==> src/rtl/uart_pkg.sv <==
// Shared UART definitions: frame geometry, TX state encoding and baud divisor helper.
package uart_pkg;

  localparam int unsigned DATA_BITS  = 8;
  localparam int unsigned FIFO_DEPTH = 8;

  typedef enum logic [1:0] {
    IDLE  = 2'd0,
    START = 2'd1,
    DATA  = 2'd2,
    STOP  = 2'd3
  } tx_state_t;

  // Integer divisor shared by transmitter and receiver so both agree on bit timing.
  function automatic int unsigned clks_per_bit(input int unsigned clock_freq,
                                               input int unsigned baudrate);
    return clock_freq / baudrate;
  endfunction

endpackage

==> src/rtl/uart_tx_fifo.sv <==
// Synchronous FIFO with occupancy count; push ignored when full, pop ignored when empty.
module uart_tx_fifo #(
  parameter int unsigned DEPTH = 8,
  parameter int unsigned WIDTH = 8,
  parameter int unsigned CNT_W = $clog2(DEPTH + 1)
) (
  input  logic             clk,
  input  logic             rst_n,
  input  logic             push,
  input  logic [WIDTH-1:0] wr_data,
  input  logic             pop,
  output logic [WIDTH-1:0] rd_data_c,
  output logic             full_c,
  output logic             empty_c,
  output logic [CNT_W-1:0] count
);

  localparam int unsigned PTR_W = (DEPTH > 1) ? $clog2(DEPTH) : 1;

  logic [WIDTH-1:0] mem_q [DEPTH];
  logic [PTR_W-1:0] wr_ptr_q, wr_ptr_d;
  logic [PTR_W-1:0] rd_ptr_q, rd_ptr_d;
  logic [CNT_W-1:0] count_q, count_d;
  logic             do_push, do_pop;

  // Explicit wrap so non-power-of-two depths also work.
  function automatic logic [PTR_W-1:0] ptr_inc(input logic [PTR_W-1:0] p);
    return (p == PTR_W'(DEPTH - 1)) ? '0 : p + PTR_W'(1);
  endfunction

  assign full_c    = (count_q == CNT_W'(DEPTH));
  assign empty_c   = (count_q == '0);
  assign do_push   = push && !full_c;
  assign do_pop    = pop && !empty_c;
  assign rd_data_c = mem_q[rd_ptr_q];
  assign count     = count_q;

  always_comb begin
    wr_ptr_d = wr_ptr_q;
    rd_ptr_d = rd_ptr_q;
    count_d  = count_q;
    if (do_push) wr_ptr_d = ptr_inc(wr_ptr_q);
    if (do_pop)  rd_ptr_d = ptr_inc(rd_ptr_q);
    if (do_push && !do_pop) begin
      count_d = count_q + CNT_W'(1);
    end else if (do_pop && !do_push) begin
      count_d = count_q - CNT_W'(1);
    end
  end

  always_ff @(posedge clk) begin
    if (!rst_n) begin
      wr_ptr_q <= '0;
      rd_ptr_q <= '0;
      count_q  <= '0;
    end else begin
      wr_ptr_q <= wr_ptr_d;
      rd_ptr_q <= rd_ptr_d;
      count_q  <= count_d;
    end
  end

  // Storage needs no reset: pointers and count define what is valid.
  always_ff @(posedge clk) begin
    if (do_push) mem_q[wr_ptr_q] <= wr_data;
  end

endmodule

==> src/rtl/uart_tx.sv <==
// 8N1 UART transmitter fed from an 8-deep byte FIFO; tx is driven straight from a flop.
module uart_tx
  import uart_pkg::*;
#(
  parameter int unsigned BAUDRATE   = 115200,
  parameter int unsigned CLOCK_FREQ = 27000000
) (
  input  logic       sys_clk,
  input  logic       sys_rst_n,
  input  logic [7:0] in_data,
  input  logic       in_valid,
  output logic       in_ready,
  output logic       tx,
  output logic       busy,
  output logic [3:0] fifo_count
);

  localparam int unsigned CLKS_PER_BIT = clks_per_bit(CLOCK_FREQ, BAUDRATE);
  localparam int unsigned CNT_W        = (CLKS_PER_BIT > 2) ? $clog2(CLKS_PER_BIT) : 1;
  localparam int unsigned IDX_W        = $clog2(DATA_BITS);

  if (CLKS_PER_BIT < 2) begin : g_cpb_check
    $error("uart_tx: CLOCK_FREQ / BAUDRATE must be at least 2");
  end

  tx_state_t              state_q, state_d;
  logic [CNT_W-1:0]       baud_cnt_q, baud_cnt_d;
  logic [IDX_W-1:0]       bit_idx_q, bit_idx_d;
  logic [DATA_BITS-1:0]   shift_q, shift_d;
  logic                   tx_q, tx_d;
  logic                   pop_c;
  logic                   bit_done_c;
  logic [DATA_BITS-1:0]   head_data_c;
  logic                   fifo_full_c, fifo_empty_c;

  uart_tx_fifo #(
    .DEPTH (FIFO_DEPTH),
    .WIDTH (DATA_BITS),
    .CNT_W (4)
  ) u_fifo (
    .clk       (sys_clk),
    .rst_n     (sys_rst_n),
    .push      (in_valid),
    .wr_data   (in_data),
    .pop       (pop_c),
    .rd_data_c (head_data_c),
    .full_c    (fifo_full_c),
    .empty_c   (fifo_empty_c),
    .count     (fifo_count)
  );

  assign bit_done_c = (baud_cnt_q == CNT_W'(CLKS_PER_BIT - 1));
  assign in_ready   = !fifo_full_c;
  assign busy       = (state_q != IDLE) || !fifo_empty_c;
  assign tx         = tx_q;

  // Next-state: loading a byte drives the start bit on the same edge, so STOP can chain directly.
  always_comb begin
    state_d    = state_q;
    baud_cnt_d = baud_cnt_q + CNT_W'(1);
    bit_idx_d  = bit_idx_q;
    shift_d    = shift_q;
    tx_d       = tx_q;
    pop_c      = 1'b0;
    unique case (state_q)
      IDLE: begin
        baud_cnt_d = '0;
        tx_d       = 1'b1;
        if (!fifo_empty_c) begin
          pop_c   = 1'b1;
          shift_d = head_data_c;
          tx_d    = 1'b0;
          state_d = START;
        end
      end
      START: begin
        if (bit_done_c) begin
          baud_cnt_d = '0;
          bit_idx_d  = '0;
          tx_d       = shift_q[0];
          state_d    = DATA;
        end
      end
      DATA: begin
        if (bit_done_c) begin
          baud_cnt_d = '0;
          if (bit_idx_q == IDX_W'(DATA_BITS - 1)) begin
            tx_d    = 1'b1;
            state_d = STOP;
          end else begin
            bit_idx_d = bit_idx_q + IDX_W'(1);
            shift_d   = shift_q >> 1;
            tx_d      = shift_q[1];
          end
        end
      end
      STOP: begin
        if (bit_done_c) begin
          baud_cnt_d = '0;
          if (!fifo_empty_c) begin
            pop_c   = 1'b1;
            shift_d = head_data_c;
            tx_d    = 1'b0;
            state_d = START;
          end else begin
            tx_d    = 1'b1;
            state_d = IDLE;
          end
        end
      end
      default: begin
        baud_cnt_d = '0;
        tx_d       = 1'b1;
        state_d    = IDLE;
      end
    endcase
  end

  always_ff @(posedge sys_clk) begin
    if (!sys_rst_n) begin
      state_q    <= IDLE;
      baud_cnt_q <= '0;
      bit_idx_q  <= '0;
      shift_q    <= '0;
      tx_q       <= 1'b1;
    end else begin
      state_q    <= state_d;
      baud_cnt_q <= baud_cnt_d;
      bit_idx_q  <= bit_idx_d;
      shift_q    <= shift_d;
      tx_q       <= tx_d;
    end
  end

endmodule

==> config.mk <==
export PLATFORM = sky130hd
export DESIGN_NAME = uart_tx
export DESIGN_NICKNAME = d
export VERILOG_FILES = /design/src/rtl/uart_pkg.sv /design/src/rtl/uart_tx_fifo.sv /design/src/rtl/uart_tx.sv
export SDC_FILE = /design/constraint.sdc
export NUM_CORES = 1
export LEC_CHECK = 0
export ABC_AREA = 1
export CORE_MARGIN = 1.5
export CORE_UTILIZATION = 50
export DETAILED_ROUTE_END_ITERATION = 6
export MAX_ROUTING_LAYER = met4
export PLACE_DENSITY = 0.68
export SYNTH_ARGS = -nofsm -noshare
export SYNTH_HDL_FRONTEND = slang
export SYNTH_HIERARCHICAL = 1
export SYNTH_SLANG_ARGS = --single-unit
==> constraint.sdc <==
create_clock -name sys_clk -period 5.2 [get_ports sys_clk]
set_input_delay 0.52 -clock sys_clk [delete_from_list [all_inputs] [get_ports sys_clk]]
set_output_delay 0.52 -clock sys_clk [all_outputs]
set_load 0.02 [all_outputs]
==> metrics.csv <==
stage,metric,value,unit
finish,number of nets in the final layout,519,
global_routing,total congestion overflow,0,
critical_path,r2r endpoint,u_fifo/count[3],
floorplanning,starting density of the core,0.518,
finish,Syn-to-layout area delta,8.24,%
critical_path,CP cell instances,"inv_1, ha_1, nor2_1, o21ai_0, a21oi_1, nand2_1, ha_1, inv_1, ha_1, or2_2, nand3_1, nand3_1, nand2_1, inv_1",
logic_synthesis,Synthesis Warnings,6,
hold_path,kind of path behind the tightest hold check,reg -> reg,
floorplanning,y dimension of the die,98.3,µm
global_routing,number of antenna violations at the first check in global routing,0,
clock_network,number of levels in the clock H-tree,3,
routing,vias per std cell,5.18,
logic_synthesis,Avg Synthesized Cell Area,9.56,µm²
routing,1st-iter DRT viols,182,
critical_path,worst path arrival time,2900,ps
timing,post-route minimum period,2620,ps
logic_synthesis,net count of the mapped netlist,505,
placed_design,placer congestion estimate,0.853,
hold_path,hold endpoint,baud_cnt_q[0],
global_routing,number of global-route vias before repair,3046,
logic_synthesis,Cell variety after synth,33,
routing,total via count in the routed design,3116,
critical_path,worst endpoint required time,5470,ps
floorplanning,Die Area,9660,µm²
critical_path,slack of the worst reg-to-reg path,2580,ps
routing,length of the first detailed-routing pass in iterations,4,
critical_path,Critical R2R Launch,state_q[0],
critical_path,maximum single-stage delay on the critical path,450,ps
critical_path,largest fanout of any net on the critical path,6,
critical_path,path type of the worst setup path,reg -> reg,
global_routing,largest net degree at the start of global routing,34,
run,maxcap violations,0,
finish,design area,4920,µm²
critical_path,standard cell with the maximum stage delay on the critical path,sky130_fd_sc_hd__dfxtp_1,
timing,final hold violation count,0,
clock_network,clk_lat worst skew,360,ps
clock_network,buffer cell driving the clock tree root,sky130_fd_sc_hd__clkbuf_8,
timing,clk_skew,10.7,ps
timing,headroom to the max-slew limit,0.362,
logic_synthesis,proportion of synthesized chip area in sequential cells,0.577,
finish,# diodes,0,
logic_synthesis,post-synthesis instance area,4540,µm²
floorplanning,horizontal die dimension,98.3,µm
timing,Peak Freq,0.381,GHz
hold_path,Worst Min Path Start,baud_cnt_q[0],
power_and_ir_drop,largest vdd supply drop,0.194,mV
power_and_ir_drop,power per unit of standard cell area,508,nW/µm²
timing,final setup violation count,0,
finish,Storage cell area,2620,µm²
routing,wire length per cell,14.2,µm
clock_network,# Post-CTS Setup Buffers,0,
timing,max-slew violations,0,
routing,Final Routed Wirelength,8.55,mm
global_routing,Global Route Usage Sum,0.193,
floorplanning,Cell Rows,34,
floorplanning,area inside the core boundary,8760,µm²
routing,Post-route DRC,0,
critical_path,Register-to-Register Path Depth,14,
timing,unrepaired setup endpoints after global routing,no,
finish,fraction of final layout cells sized beyond drive strength 1,0.0607,
finish,fill cell count,749,
placed_design,Placement Cell Area,4720,µm²
hold_path,Worst Hold Depth,1,
clock_network,maximum buffer depth of the clock tree,2,
clock_network,"Hold-fix buffers, CTS",0,
critical_path,CP Launch Type,flip-flop,
clock_network,clk sink count,99,
clock_network,Resize count post-CTS,0,
clock_network,"CTS clk-pin slew, worst paths",110,ps
placed_design,number of port buffers,17,
clock_network,Num CTS Buffers,9,
routing,Detail Route Antenna Nets,0,
logic_synthesis,Seq cells post-synth,99,
clock_network,CTS tree,built,
placed_design,HPWL Detailed,5.62,mm
power_and_ir_drop,static leakage,1.96,nW
logic_synthesis,synthesized instance count,475,
global_routing,global-route wire length before repair,14.1,mm
floorplanning,io pins,18,
outcome,outcome,"finished, final reports clean",
timing,setup TNS after final layout,0,ps
timing,final clock period utilization by the worst path,0.505,
finish,area taken by multi-input logic gates,1660,µm²
critical_path,capturing element type of the critical path,flip-flop,
timing,transition time at the pin with the least slew margin,953,ps
where the power goes:
| part | internal, W | switching, W |
|---|---|---|
| combinational | 0.000372 | 0.000631 |
| sequential | 0.000942 | 0.0000777 |
| clock | 0.000186 | 0.000289 |
cells by family (layout without fill, tap and decap cells):
group                      count (synthesis)  count (layout)  share of synthesized area
AOI/OAI and AO/OA                         64              64                     0.0716
xor gates and xnor gates                   2               2                    0.00386
adders and majority gates                 19              19                     0.0540
buffers and inverters                     47              66                     0.0573
DFF                                       99              99                      0.577
muxes                                      6               6                     0.0132
and+or+nand+nor                          238             238                      0.223
layer usage:
metal  global-route usage  part of all wire
met4               0.0715             0.010
met5                    -                 0
met2                0.325              0.50
met3               0.0286             0.037
met1                0.235              0.45
final cells by class:
cell class	count	area share
Clock inverter	7	0.0148
Timing Repair Buffer	18	0.0361
Sequential cell	99	0.533
Inverter	32	0.0255
Multi-Input combinational cell	329	0.337
Clock buffer	9	0.0252
Tap cell	108	0.0275
sequential cells by signal, summed over array words and instances (netlist names), named ones only:
| name | count |
|---|---|
| u_fifo/count | 4 |
| shift_q | 8 |
| bit_idx_q | 3 |
| tx | 1 |
| state_q | 2 |
| u_fifo/rd_ptr_q | 3 |
| baud_cnt_q | 8 |
| u_fifo/mem_q | 64 |
| u_fifo/wr_ptr_q | 3 |
cell usage in the layout (no fill, tap or decap), types with 3 or more instances in the layout:
cell / Yosys / layout
sky130_fd_sc_hd__nor2_1: 104 / 104
sky130_fd_sc_hd__nand2_1: 87 / 87
sky130_fd_sc_hd__edfxtp_1: 64 / 64
sky130_fd_sc_hd__dfxtp_1: 35 / 35
sky130_fd_sc_hd__inv_1: 30 / 30
sky130_fd_sc_hd__o21ai_1: 30 / 30
sky130_fd_sc_hd__nand3_1: 22 / 22
sky130_fd_sc_hd__a21oi_1: 19 / 19
sky130_fd_sc_hd__ha_1: 18 / 18
sky130_fd_sc_hd__clkdlybuf4s50_1: 0 / 17
sky130_fd_sc_hd__o21ai_0: 13 / 13
sky130_fd_sc_hd__clkbuf_8: 0 / 9
sky130_fd_sc_hd__mux2i_1: 6 / 6
sky130_fd_sc_hd__nand2_2: 3 / 3
sky130_fd_sc_hd__nand3b_1: 3 / 3
sky130_fd_sc_hd__nand4_1: 3 / 3
synth_stat cells, drive strengths merged:
| master | number | area (µm²) |
|---|---|---|
| nand4 | 3 | 18.8 |
| nor3b | 3 | 33.8 |
| ha | 18 | 225 |
| xor2 | 2 | 17.5 |
| dfxtp | 35 | 701 |
| inv | 32 | 125 |
| nor2 | 107 | 414 |
| o21ai | 43 | 215 |
| a21boi | 1 | 7.51 |
| mux2i | 6 | 60.1 |
| a21oi | 19 | 95.1 |
| o21a | 1 | 7.51 |
| nand3 | 23 | 120 |
| nor3 | 2 | 10.0 |
| edfxtp | 64 | 1920 |
| nand3b | 3 | 22.5 |
| and2 | 2 | 12.5 |
| or2 | 3 | 21.3 |
| fa | 1 | 20.0 |
| nand2 | 90 | 345 |
| buf | 15 | 135 |
| and3 | 2 | 12.5 |
critical path, delay by kind of cell (launching register included):
kind / cells / cell delay (ps)
DFF: 1 / 450
AOI/OAI and AO/OA: 2 / 210
and+or+nand+nor: 6 / 770
adders and majority gates: 3 / 820
buffers and inverters: 3 / 280
per-stage QoR:
step	instances	hold WS [ps]	worst slack (ps)	utilization	power, W
3_3_place_gp	586	451	2680	0.539	0.00201
2_1_floorplan	475	434	2810	-	0.00185
6_report	602	481	2580	0.561	0.00250
4_1_cts	602	487	2580	0.561	0.00251
3_5_place_dp	586	462	2600	0.539	0.00204
5_1_grt	602	504	2240	0.561	0.00269
how the worst max path moves through the flow:
stage	from	to	slack, ps	depth (start not counted)
5_1_grt	state_q[0]	u_fifo/count[3]	2240	14
3_3_place_gp	state_q[0]	u_fifo/count[3]	2680	14
2_1_floorplan	state_q[0]	u_fifo/count[3]	2810	14
4_1_cts	state_q[0]	u_fifo/count[3]	2580	14
6_report	state_q[0]	u_fifo/count[3]	2580	14
3_5_place_dp	state_q[0]	u_fifo/count[3]	2600	14
Power figures use the tool's default switching activity.
==> variant: new RTL, same flow settings <==
Encoding of `tx_state_t`: now one-hot (4 bits for 4 states).
--- a/src/rtl/uart_pkg.sv
+++ b/src/rtl/uart_pkg.sv
@@ -4,11 +4,11 @@
   localparam int unsigned DATA_BITS  = 8;
   localparam int unsigned FIFO_DEPTH = 8;
 
-  typedef enum logic [1:0] {
-    IDLE  = 2'd0,
-    START = 2'd1,
-    DATA  = 2'd2,
-    STOP  = 2'd3
+  typedef enum logic [3:0] {
+    IDLE  = 4'b0001,
+    START = 4'b0010,
+    DATA  = 4'b0100,
+    STOP  = 4'b1000
   } tx_state_t;
 
   // Integer divisor shared by transmitter and receiver so both agree on bit timing.
Check against the original RTL: same outputs for any inputs over 10 cycles, from zero or initial values and one cycle with sys_rst_n low; not proved beyond that.
==> variant against the unedited design <==
- sequential cell count grew 2
- power shrank 1.9%
- global-route usage grew 0.82 points
- wire length grew 2.1%
- worst hold slack lost 7.3 ps
- clock power grew 9.9%
- first-iteration DRC count shrank 13%
- cell area grew 2.3%
- clock skew grew 11 ps
- setup slack lost 32 ps
- fmax shrank 1.2%
- synthesized area grew 1.5%
- largest cell class unchanged
==> variant: results (changes against the unedited design) <==
The flow ran to the end, and the final reports show no timing, DRC or antenna violations. The tools report the met2 demand-to-capacity share in global routing as 31.6% (-0.94 points). The run gives 3326 (+6.7%) as the number of vias in the routed layout. The fraction of layout instances using a drive strength above 1 is 9.43% (+3.4 points).

Family with the most delay on the worst path: simple AND/OR/NAND/NOR gates. The last weighted congestion value of the routability-driven placer was 0.898 (+5.3%); the routed length per placed instance was 13.7 um (-3.6%). The tools report the detailed-placement wirelength estimate as 5.82 mm (+3.6%).

The logs give 2950 ps (+50 ps) for the arrival time at the worst endpoint and 380 ps (+20 ps) for the latest clock arrival within the worst-skew pair. The overall global routing resource usage is 20.1% (+0.82 points), and the power dissipated by switching net loads is 0.944 mW (-5.3%). The post-synth net total was 532 (+5.3%). The wire length the detailed router placed on met1 is 4.13 mm (+6.7%), and the total met3 wirelength after detailed routing is 427 um (+36%). The vias per cell was 5.21 (+0.72%); the synthesized area per cell was 9.06 um^2 (-5.2%). The number of filler instances in the final layout is 803 (+7.2%), and the slew at the pin closest to its max-slew limit is 941 ps (-12.6 ps). The leakage power came out at 2.08 nW (+6.2%). The run gives 29 (-12%) as the number of library cell types mapped by synthesis.

By area the synthesized netlist is led by sky130_fd_sc_hd__edfxtp_1 42%, sky130_fd_sc_hd__dfxtp_1 16%, sky130_fd_sc_hd__nor2_1 9.9%, sky130_fd_sc_hd__nand2_1 8.8%, sky130_fd_sc_hd__o21ai_1 3.3%. The proportion of synthesized chip area in sequential cells is 57.7% (about the same). The total placed cells including tap cells is 622 (+6.1%), and the worst supply voltage drop on vdd is 0.224 mV (+16%). The tools report the met1 layer usage reported by global route as 26.1% (+2.6 points). The met2 routed wirelength was 4.08 mm (-4.6%); the critical-path maximum fanout was 5 (-1). The commonest cells after synthesis are 122 x sky130_fd_sc_hd__nor2_1, 108 x sky130_fd_sc_hd__nand2_1, 64 x sky130_fd_sc_hd__edfxtp_1. The wire length of the first global-routing pass was 14.7 mm (+4.2%).
variant: final timing paths:
| path | start | to | depth (start not counted) |
|---|---|---|---|
| setup / recovery | u_fifo/count[1] | u_fifo/count[3] | 17 |
| hold / removal | baud_cnt_q[0] | baud_cnt_q[0] | 1 |
| setup reg to reg | u_fifo/count[1] | u_fifo/count[3] | 17 |
| hold reg to reg | baud_cnt_q[0] | baud_cnt_q[0] | 1 |
variant: stage by stage:
stage / cell area (um^2) / utilization [%] / setup WS (ps) / power, mW / hold WS (ps)
3_3_place_gp: 4820 / 54.4 / 2650 / 1.92 / 447
3_5_place_dp: 4820 / 54.4 / 2580 / 1.94 / 455
6_report: 5030 / 56.8 / 2540 / 2.45 / 474
4_1_cts: 5030 / 56.8 / 2550 / 2.46 / 481
5_1_grt: 5030 / 56.8 / 2290 / 2.65 / 503
2_1_floorplan: 4610 / - / 2510 / 1.74 / 433
variant: final cells by class:
| type | instances | area (um^2) | area share (%) |
|---|---|---|---|
| Inverter | 42 | 164 | 3.26 |
| Sequential cell | 101 | 2660 | 52.9 |
| Tap cell | 108 | 135 | 2.69 |
| Clock inverter | 7 | 88.8 | 1.77 |
| Multi-Input combinational cell | 353 | 1680 | 33.3 |
| Timing Repair Buffer | 18 | 178 | 3.53 |
| Clock buffer | 9 | 124 | 2.46 |
variant: cell families (layout without fill, tap and decap cells):
logic type / Yosys count / in the layout / synth area share (%)
xor gates and xnor gates: 4 / 4 / 0.760
DFF: 101 / 101 / 57.7
and+or+nand+nor: 284 / 284 / 26.4
buffers and inverters: 55 / 76 / 5.91
AOI/OAI and AO/OA: 53 / 53 / 5.75
adders and majority gates: 12 / 12 / 3.42
